## config.mk

```make
export PLATFORM = sky130hd
export DESIGN_NAME = fwd_hazard_ctrl
export DESIGN_NICKNAME = d
export VERILOG_FILES = /design/src/rtl/fwd_hazard_ctrl.sv
export SDC_FILE = /design/constraint.sdc
export NUM_CORES = 1
export LEC_CHECK = 0
export CAP_MARGIN = 10
export CORE_UTILIZATION = 55
export DETAILED_ROUTE_END_ITERATION = 10
export PLACE_DENSITY = 0.84
export SYNTH_ARGS = -nofsm -noshare
export SYNTH_HDL_FRONTEND = slang
export SYNTH_SLANG_ARGS = --single-unit
```

## constraint.sdc

```tcl
create_clock -name clk -period 5.14 [get_ports clk]
set_input_delay 1.028 -clock clk [delete_from_list [all_inputs] [get_ports clk]]
set_output_delay 1.028 -clock clk [all_outputs]
set_load 0.03 [all_outputs]
```

## src/rtl/fwd_hazard_ctrl.sv

```systemverilog
// Forwarding and hazard controller for a classic 5-stage in-order pipeline.
// Tracks the register usage of the instructions in EX, MEM and WB, selects
// the EX operand bypass sources, and detects load-use and redirect hazards
// at the ID/EX boundary.
module fwd_hazard_ctrl (
  input  logic        clk,
  input  logic        rst,
  input  logic        id_valid,
  input  logic [4:0]  id_rs1,
  input  logic [4:0]  id_rs2,
  input  logic        id_use_rs1,
  input  logic        id_use_rs2,
  input  logic [4:0]  id_rd,
  input  logic        id_reg_write,
  input  logic        id_mem_read,
  input  logic        ex_redirect,
  output logic [1:0]  fwd_a_sel,
  output logic [1:0]  fwd_b_sel,
  output logic        stall_if_id,
  output logic        flush_id_ex,
  output logic        flush_if_id,
  output logic [15:0] stall_count
);

  // Register-usage summary of one in-flight instruction.
  typedef struct packed {
    logic       valid;
    logic [4:0] rs1;
    logic [4:0] rs2;
    logic       use_rs1;
    logic       use_rs2;
    logic [4:0] rd;
    logic       reg_write;
    logic       mem_read;
  } slot_t;

  localparam slot_t SlotBubble = '0;

  typedef enum logic [1:0] {
    FwdRegFile = 2'b00,
    FwdMem     = 2'b01,
    FwdWb      = 2'b10
  } fwd_sel_e;

  localparam logic [15:0] StallCntMax = 16'hFFFF;

  slot_t       ex_q, ex_d;
  slot_t       mem_q, mem_d;
  slot_t       wb_q, wb_d;
  logic [15:0] stall_cnt_q, stall_cnt_d;
  logic        load_use;

  // A slot may feed the bypass network only if it will really write a
  // non-zero architectural register.
  function automatic logic is_producer(slot_t s);
    return s.valid & s.reg_write & (s.rd != 5'd0);
  endfunction

  // Youngest matching producer wins: MEM is checked before WB.
  function automatic fwd_sel_e fwd_select(logic ex_valid, logic use_src, logic [4:0] src,
                                          slot_t mem, slot_t wb);
    fwd_sel_e sel;
    sel = FwdRegFile;
    if (ex_valid && use_src) begin
      if (is_producer(mem) && (mem.rd == src)) begin
        sel = FwdMem;
      end else if (is_producer(wb) && (wb.rd == src)) begin
        sel = FwdWb;
      end
    end
    return sel;
  endfunction

  // Operand bypass selects, purely from the tracking slots.
  always_comb begin
    fwd_a_sel = fwd_select(ex_q.valid, ex_q.use_rs1, ex_q.rs1, mem_q, wb_q);
    fwd_b_sel = fwd_select(ex_q.valid, ex_q.use_rs2, ex_q.rs2, mem_q, wb_q);
  end

  // Load-use detection and stall/flush decode; redirect overrides the stall.
  always_comb begin
    load_use = ex_q.valid & ex_q.mem_read & (ex_q.rd != 5'd0) & id_valid &
               ((id_use_rs1 & (id_rs1 == ex_q.rd)) | (id_use_rs2 & (id_rs2 == ex_q.rd)));
    stall_if_id = load_use & ~ex_redirect;
    flush_id_ex = load_use | ex_redirect;
    flush_if_id = ex_redirect;
  end

  // Slot advance: ID enters EX unless a bubble is being inserted.
  always_comb begin
    wb_d  = mem_q;
    mem_d = ex_q;
    ex_d  = SlotBubble;
    if (!flush_id_ex) begin
      ex_d.valid     = id_valid;
      ex_d.rs1       = id_rs1;
      ex_d.rs2       = id_rs2;
      ex_d.use_rs1   = id_use_rs1;
      ex_d.use_rs2   = id_use_rs2;
      ex_d.rd        = id_rd;
      ex_d.reg_write = id_reg_write;
      ex_d.mem_read  = id_mem_read;
    end
  end

  // Saturating count of real load-use stall cycles (redirected ones excluded).
  always_comb begin
    stall_cnt_d = stall_cnt_q;
    if (stall_if_id && (stall_cnt_q != StallCntMax)) begin
      stall_cnt_d = stall_cnt_q + 16'd1;
    end
  end

  // Tracking slots and stall counter, synchronous reset.
  always_ff @(posedge clk) begin
    if (rst) begin
      ex_q        <= SlotBubble;
      mem_q       <= SlotBubble;
      wb_q        <= SlotBubble;
      stall_cnt_q <= '0;
    end else begin
      ex_q        <= ex_d;
      mem_q       <= mem_d;
      wb_q        <= wb_d;
      stall_cnt_q <= stall_cnt_d;
    end
  end

  assign stall_count = stall_cnt_q;

  // WB source fields are kept for visibility but nothing downstream reads them.
  logic unused_wb_fields;
  assign unused_wb_fields = ^{wb_q.rs1, wb_q.rs2, wb_q.use_rs1, wb_q.use_rs2, wb_q.mem_read};

endmodule

```

==> run metrics, run 1 <==
total CTS buffers=5; worst hold path type=register to register; Core Area=3800 µm²; placed cells=324; Mapped Avg Cell Area=9.55 µm²; routed vias=1787; Multi-input gate area=1210 µm²; power density over cell area=261 nW/µm²; RSZ-0062 raised after global routing=false; Final Max Tran Viols=0; Setup Buffers After CTS=0; IO Count=46; ANT cells=0; sw power=170 µW; Post-synth top cells=dfxtp_1, and2_1, nor2b_1, xor2_1; CTS tree=built; switching share of power=22.8%; Non-Filler Instances=332; Least-Margin Pin Slew=508 ps; EDFF count, synth=0; IO buf count=45; Crit path arrival time=3060 ps; area of the die=4390 µm²; Crit Path Class=primary input to output port; endpoints failing setup=0; initial antenna violation count=0; # nets final=307; dominant cell type by area after synthesis=dfxtp_1; count of cells along the worst register-to-register path=6; htree depth=2; Detailed Route Iter0 Violations=130; Final HPWL DP=3370 µm; Worst EP required=4110 ps; crit path launch type=primary input; largest net degree at the start of global routing=39; Die Ht=66.3 µm; clock buffer depth=2; Core Rows=22; Clock transition at path regs=100 ps; sequential share of power=54.1%; Root Buffer=clkbuf_8; top-count cell post-synth=dfxtp_1; Unique masters post-synth=40; minimum clock period=4080 ps; share of layout cells above drive strength 1=4.93%; Synth Register Bits=50; Synth async-reset ratio=0%; setup tns final=0 ps; most area-consuming cells after synthesis=dfxtp_1, xor2_1, and2_1; post-CTS resize count=0; Synth Warn #=0; Starting Density=59.8%; Overflow after GRT=0; drt wl/cell=13.8 µm; vias in the first global route=1524; DIE WIDTH=66.3 µm; final clock period utilization by the worst path=79.5%; internal cell power=577 µW; clk_lat worst skew=310 ps; Hold Buf Count CTS=0; Comb power frac=7.8%; max frequency=245 MHz; first-pass GRT wire length=7200 µm; register area=1000 µm²; Syn Inst Count=238; overall routing resource usage=22.0%; clock share of power=38.1%; CP Max Fanout=3; post-synth top area share=44.1%; leak pwr=1.10 nW; outcome=finished clean; Most used DFF post-synth=dfxtp_1; Fillers=277; Vias/cell=5.38; Sinks on Clock Net=50; Synth Cell Area=2270 µm²; VDD IR-drop max=0.000163 V; Hold Vio Cnt, Final=0; post-route ant nets=0; Final Total Pwr=748 µW; routability cong.=0.801; Final Skew=12.2 ps; Area Overhead vs Synth=26.2%; Residual DRC=0; relative slew slack=66.2%; drt pass-1 iters=4; final WL=4590 µm; Max-cap violations=0; post-synthesis sequential area ratio=44.1%; synthesized net count=262; Worst setup EP type=output port; hold depth=1
==> cell type report <==
class                   instances  share of cell area (%)
clock buffers                   5                    2.40
clock inverters                 3                    1.70
inverters                       3                   0.393
multi-input cells             176                    42.3
flip-flops and latches         50                    34.9
well taps                      48                    2.10
repair buffers                 47                    16.2
==> placed cells by master, fill, tap and decap left out, drive strengths merged, types with 2 or more instances in the layout <==
cell type | netlist | layout
nor2 | 10 | 10
mux2 | 6 | 6
nand2 | 5 | 5
buf | 5 | 2
and3 | 6 | 6
o21ai | 5 | 5
nor2b | 20 | 20
nand2b | 3 | 3
inv | 3 | 4
or3 | 2 | 2
nand3 | 9 | 9
nand4b | 2 | 2
nor3 | 8 | 8
nand4 | 8 | 8
nor4 | 7 | 7
and2 | 22 | 22
or4 | 8 | 8
xor2 | 20 | 20
and4 | 3 | 3
o211ai | 2 | 2
clkdlybuf4s50 | 0 | 45
xnor2 | 10 | 10
a21oi | 7 | 7
o31ai | 5 | 5
clkbuf | 4 | 5
dfxtp | 50 | 50
==> critical path, cell delays in order <==
cell and delay, ps:
clkdlybuf4s50_1 440, xor2_1 160, nor4_1 380, a32oi_2 140, o21ai_0 220, clkdlybuf4s50_1 700
==> path summary, 6_finish.rpt <==
kind	startpoint	end	slack, ps
worst max register to register	ex_q[2]	ex_q[12]	3000
worst min-delay path	ex_q[1]	mem_q[1]	450
worst min register to register	ex_q[1]	mem_q[1]	450
worst max-delay path	id_rs2[4]	flush_id_ex	1060
==> cells by family (layout without fill, tap and decap cells) <==
kind of cell    Yosys count  count (layout)  synth area share (%)
flops                    50              50                  44.1
mux                       7               7                  3.41
xor+xnor                 30              30                  11.6
simple gates            114             114                  30.1
compound gates           24              24                  7.65
fa+ha+maj                 1               1                 0.551
buf+inv                  12              58                  2.64
==> power groups by stage <==
| stage | sequential (mW) | combinational, mW | clock (mW) |
|---|---|---|---|
| final | 0.404 | 0.0585 | 0.285 |
| after global routing | 0.406 | 0.0635 | 0.305 |
| after CTS | 0.404 | 0.0590 | 0.287 |
| after detailed placement | 0.414 | 0.0586 | 0 |
| after global placement | 0.413 | 0.0574 | 0 |
| after floorplan | 0.411 | 0.0337 | 0 |
==> per-stage QoR <==
stage                     hold slack (ps)  utilization (%)  setup WS, ps  area (µm²)
after floorplan                       414                -          1540        2270
after global placement                418             72.4          1110        2750
after detailed placement              427             72.4          1070        2750
after CTS                             455             75.5          1050        2870
after global routing                  470             75.5           934        2870
final                                 454             75.5          1060        2870
==> metal layers <==
metal  routed length, µm  part of all wire, %  track usage (%)
met1                2310                   50             31.7
met2                2020                   44             31.4
met3                 209                  4.5             5.34
met4                  63                  1.4             7.98
met5                   0                    0                0
==> sequential cells by signal (all words and copies together) (netlist names) <==
| signal | count |
|---|---|
| wb_q | 7 |
| stall_count | 16 |
| ex_q | 20 |
| mem_q | 7 |
Power figures use the tool's default switching activity.
==> inputs of run 2 (changes only) <==
--- a/config.mk
+++ b/config.mk
@@ -6,9 +6,9 @@
 export NUM_CORES = 1
 export LEC_CHECK = 0
 export CAP_MARGIN = 10
-export CORE_UTILIZATION = 55
+export CORE_UTILIZATION = 51
 export DETAILED_ROUTE_END_ITERATION = 10
-export PLACE_DENSITY = 0.84
+export PLACE_DENSITY = 0.78
 export SYNTH_ARGS = -nofsm -noshare
 export SYNTH_HDL_FRONTEND = slang
 export SYNTH_SLANG_ARGS = --single-unit
==> constraint.sdc (replaced) <==
create_clock -name clk -period 3.8 [get_ports clk]
set_input_delay 0.76 -clock clk [delete_from_list [all_inputs] [get_ports clk]]
set_output_delay 0.76 -clock clk [all_outputs]
set_load 0.03 [all_outputs]
==> run 2 against run 1 <==
Effect of this change: die area grew 7.6%; register-to-register slack lost 1200 ps; wire length grew 1.9%; first-iteration DRC count shrank 28%; sequential power grew 35%; count of clock-buffer cells in the layout is the same; critical path depth is the same; clock skew shrank 3.1 ps; sequential share of layout area grew 0.34 points; critical endpoint unchanged.
==> run metrics, run 2 (same netlist as run 1, synthesis figures left out) <==
CP peak stage delay=710 ps (about the same); register area=1000 µm² (unchanged); Residual DRC=0 (unchanged); Max-cap violations=0 (unchanged); leak pwr=1.09 nW (-0.92%); outcome=finished clean; share of layout cells above drive strength 1=5.28% (+0.35 points); max frequency=283 MHz; Clock transition at path regs=90 ps (about the same); placed cells=326 (+0.62%); Hold Buf Count CTS=0 (unchanged); worst hold start=ex_q[1]; final clock period utilization by the worst path=92.8%; CP Launch Point=id_rs1[4]; endpoints failing setup=0 (unchanged); area of the die=4730 µm² (+7.6%); minimum clock period=3530 ps; vias in the first global route=1606 (+5.4%); Non-Filler Instances=334 (+0.60%); worst hold path type=register to register; routability cong.=0.888 (+11%); drt pass-1 iters=5 (+1); Final Skew=9.11 ps (-3.07 ps); Die Ht=68.7 µm (+3.7%); Hold Slack=442 ps (-12.4 ps); largest net degree at the start of global routing=39 (unchanged); IO buf count=45 (unchanged); Fillers=345 (+25%); crit path launch type=primary input; Final Max Tran Viols=0 (unchanged); post-CTS resize count=0 (unchanged); routed vias=1808 (+1.2%); relative slew slack=67.8% (+1.6 points); setup tns final=0 ps (unchanged); worst path cell trace=clkdlybuf4s50_1 -> xor2_1 -> nor4_2 -> a32oi_2 -> o21ai_0 -> clkdlybuf4s50_1; buffer and inverter count on the worst path=2 (unchanged); post-route ant nets=0 (unchanged); clock buffer depth=2 (unchanged); Critical Path Stages=6 (unchanged); Crit path arrival time=2770 ps (-290 ps); Core Rows=23 (+4.5%); Worst R2R Setup Slack=1780 ps (-1220 ps); Multi-input gate area=1210 µm² (unchanged); count of cells along the worst register-to-register path=6 (unchanged); CTS tree=built; final WL=4680 µm (+1.9%); Worst R2R Start=ex_q[2]; Area Overhead vs Synth=24.9%; CP Max Fanout=2 (-1); ANT cells=0 (unchanged); total CTS buffers=5 (unchanged); max FFs per register=20 (unchanged); Overflow after GRT=0 (unchanged); Least-Margin Pin Slew=483 ps (-24.7 ps); power density over cell area=328 nW/µm² (+26%); RSZ-0062 raised after global routing=false; CP delay by family, top=buffers and inverters; Setup Buffers After CTS=0 (unchanged); most frequent cells in the layout=dfxtp_1, clkdlybuf4s50_1, and2_1; Vias/cell=5.41 (+0.57%); largest reg by FF count=ex_q; IO Count=46 (unchanged); metal2 WL=2070 µm (+2.6%); initial antenna violation count=0 (unchanged); # nets final=307 (unchanged); met1 wire length=2290 µm (-0.52%); Detailed Route Iter0 Violations=94 (-28%); htree depth=2 (unchanged); DIE WIDTH=68.7 µm (+3.7%); VDD IR-drop max=0.000228 V (+40%); Core Area=4140 µm² (+9.1%); Final HPWL DP=3460 µm (+2.6%); Final Total Pwr=930 µW (+24%); DR top layer=met4; met3 wire len=243 µm (+16%); Worst setup EP type=output port; Hold Vio Cnt, Final=0 (unchanged); hold depth=1 (unchanged); most common cell after layout, fill and taps aside=dfxtp_1; Starting Density=54.8% (-5.0 points); drt wl/cell=14.0 µm (+1.3%); Crit Path Class=primary input to output port; crit path max-delay cell type=clkdlybuf4s50_1; Worst EP required=3040 ps (-1070 ps); overall routing resource usage=21.5% (-0.46 points); Sinks on Clock Net=50 (unchanged); Root Buffer=clkbuf_8; clk_lat worst skew=310 ps (about the same); CP most frequent cell=clkdlybuf4s50_1; first-pass GRT wire length=7390 µm (+2.6%)
## run 2: changes by cell type in the layout (fill, tap and decap cells not counted)
cell and delta:
clkinv_2 +1, clkinv_4 +1, buf_4 +1, bufinv_16 -1, inv_8 -1, clkdlybuf4s50_1 -1
## run 2: layer usage
metal | up-vias | GRT usage, %
met5 | - | 0
met4 | 0 | 7.65
met3 | 9 | 5.76
met2 | 50 | 32.4
met1 | 816 | 29.6
li1 | 933 | -
## run 2: worst paths after layout
check / to
hold / removal: mem_q[1]
setup / recovery: flush_id_ex
hold reg to reg: mem_q[1]
setup reg to reg: ex_q[17]
## run 2: where the power goes
part	switching [mW]	internal (mW)
clock network	0.174	0.129
registers	0.0116	0.535
logic	0.0345	0.0449
## run 2: final cells by class
cell class / instances / area share, %
Sequential cell: 50 / 35.3
Timing Repair Buffer: 47 / 16.3
Multi-Input combinational cell: 176 / 42.7
Inverter: 3 / 0.397
Clock buffer: 5 / 2.42
Tap cell: 50 / 2.20
Clock inverter: 3 / 0.749
## run 2: per-stage QoR
step                      setup WS (ps)  util (%)  cell area [µm²]
final                               272      68.5             2840
after global routing                134      68.5             2840
after CTS                           263      68.5             2840
after detailed placement            288      66.3             2750
after global placement              264      66.3             2750
after floorplan                     739         -             2270
==> inputs of run 3 (changes only) <==
--- a/config.mk
+++ b/config.mk
@@ -6,9 +6,11 @@
 export NUM_CORES = 1
 export LEC_CHECK = 0
 export CAP_MARGIN = 10
-export CORE_UTILIZATION = 51
+export CORE_UTILIZATION = 53
+export CTS_BUF_LIST = sky130_fd_sc_hd__clkbuf_8
+export CTS_CLUSTER_SIZE = 16
 export DETAILED_ROUTE_END_ITERATION = 10
-export PLACE_DENSITY = 0.78
+export PLACE_DENSITY = 0.81
 export SYNTH_ARGS = -nofsm -noshare
 export SYNTH_HDL_FRONTEND = slang
 export SYNTH_SLANG_ARGS = --single-unit
==> run 3 against run 2 <==
Effect of this change: sequential cell count unchanged; combinational power about the same; setup slack improved by 12 ps; critical endpoint unchanged; largest power group unchanged; highest routed layer unchanged.
==> run metrics, run 3 (same netlist as run 1, synthesis figures left out) <==
outcome=finished clean; Final Cell Area=2840 µm² (+0.18%); Overflow after GRT=0 (unchanged); post-CTS resize count=0 (unchanged); power density over cell area=332 nW/µm² (+1.2%); IO Count=46 (unchanged); Crit path arrival time=2760 ps (about the same); VDD IR-drop max=0.000282 V (+24%); drt wl/cell=13.6 µm (-3.2%); leak pwr=1.09 nW (+0.28%); Worst setup EP type=output port; most common cell after layout, fill and taps aside=dfxtp_1; Core Rows=23 (unchanged); first-pass GRT wire length=7310 µm (-1.0%); ANT cells=0 (unchanged); clock buffer depth=2 (unchanged); total CTS buffers=5 (unchanged); endpoints failing setup=0 (unchanged); Core Area=4060 µm² (-2.1%); Max-cap violations=0 (unchanged); max frequency=284 MHz (+0.34%); most frequent cells in the layout=dfxtp_1, clkdlybuf4s50_1, and2_1; Hold Vio Cnt, Final=0 (unchanged); Vias/cell=5.37 (-0.83%); Crit Path Class=primary input to output port; IO buf count=45 (unchanged); Die Ht=67.5 µm (-1.8%); CP delay by family, top=buffers and inverters; Final Max Tran Viols=0 (unchanged); Detailed Route Iter0 Violations=69 (-27%); worst hold path type=register to register; CTS tree=built; routed vias=1793 (-0.83%); relative slew slack=68.1% (+0.30 points); Final HPWL DP=3310 µm (-4.4%); Sinks on Clock Net=50 (unchanged); final clock period utilization by the worst path=92.5% (-0.31 points); htree depth=2 (unchanged); largest reg by FF count=ex_q; Starting Density=56.0% (+1.2 points); Setup Buffers After CTS=0 (unchanged); area of the die=4550 µm² (-3.7%); CP most frequent cell=clkdlybuf4s50_1; routability cong.=0.833 (-6.2%); DIE WIDTH=67.5 µm (-1.8%); crit path launch type=primary input; clk_lat worst skew=310 ps (about the same); Worst EP required=3040 ps (about the same); final WL=4530 µm (-3.2%); setup tns final=0 ps (unchanged); overall routing resource usage=22.2% (+0.66 points); RSZ-0062 raised after global routing=false; Clock transition at path regs=90 ps (about the same); vias in the first global route=1597 (-0.56%); buffer and inverter count on the worst path=2 (unchanged); Area Overhead vs Synth=25.2%; Residual DRC=0 (unchanged); # nets final=307 (unchanged); largest net degree at the start of global routing=39 (unchanged); Root Buffer=clkbuf_8; max FFs per register=20 (unchanged); worst path cell trace=clkdlybuf4s50_1 -> xor2_1 -> nor4_1 -> a32oi_2 -> o21ai_0 -> clkdlybuf4s50_1; Final Skew=8.09 ps (-1.02 ps); CP peak stage delay=710 ps (about the same); CP Max Fanout=2 (unchanged); crit path max-delay cell type=clkdlybuf4s50_1; Post-Place Cell Area=2750 µm² (unchanged); post-route ant nets=0 (unchanged); Least-Margin Pin Slew=478 ps (-4.43 ps); minimum clock period=3520 ps (-12.0 ps); initial antenna violation count=0 (unchanged); Hold Buf Count CTS=0 (unchanged); share of layout cells above drive strength 1=5.28% (unchanged); drt pass-1 iters=5 (unchanged)
## run 3: worst reg2reg max path: stages, from the launching register on
cell     delay [ps]
dfxtp_1         370
xor2_1          180
nor4_1          360
a32oi_2         110
buf_4           240
or4_1           540
a21oi_1         160
## run 3: where the power goes
part | switching, mW | internal, mW
combinational | 0.0344 | 0.0449
sequential | 0.0115 | 0.535
clock | 0.170 | 0.146
total | 0.216 | 0.727
## run 3: metrics by stage
step / power [mW] / utilization (%) / instances / setup slack, ps / hold WS [ps]
floorplan: 0.601 / - / 238 / 739 / 414
global placement: 0.637 / 67.7 / 326 / 272 / 419
detailed placement: 0.638 / 67.7 / 326 / 299 / 438
CTS: 0.953 / 70.1 / 334 / 275 / 457
global route: 0.988 / 70.1 / 334 / 85.5 / 465
finish: 0.943 / 70.1 / 334 / 284 / 450
## run 3: path summary, 6_finish.rpt
check	startpoint	to	slack [ps]	cells past startpoint
hold / removal	ex_q[1]	mem_q[1]	450	1
hold reg to reg	ex_q[1]	mem_q[1]	450	1
setup reg to reg	ex_q[4]	stall_count[5]	1780	6
setup / recovery	id_rs2[4]	flush_id_ex	280	6
## run 3: layout make-up
cell class,count,area [µm²]
inverters,3,11.3
fillers,319,1210
flip-flops and latches,50,1000
clock inverters,2,12.5
clock buffers,6,82.6
repair buffers,47,463
multi-input cells,176,1210
well taps,50,62.6
## run 3: layer usage
layer  global-route usage, %  vias up  wire length [µm]
li1                        -      934                 -
met1                    30.6      807              2200
met2                    32.8       45              2060
met3                    6.08        7               213
met4                    7.98        0                65
met5                       0        -                 0
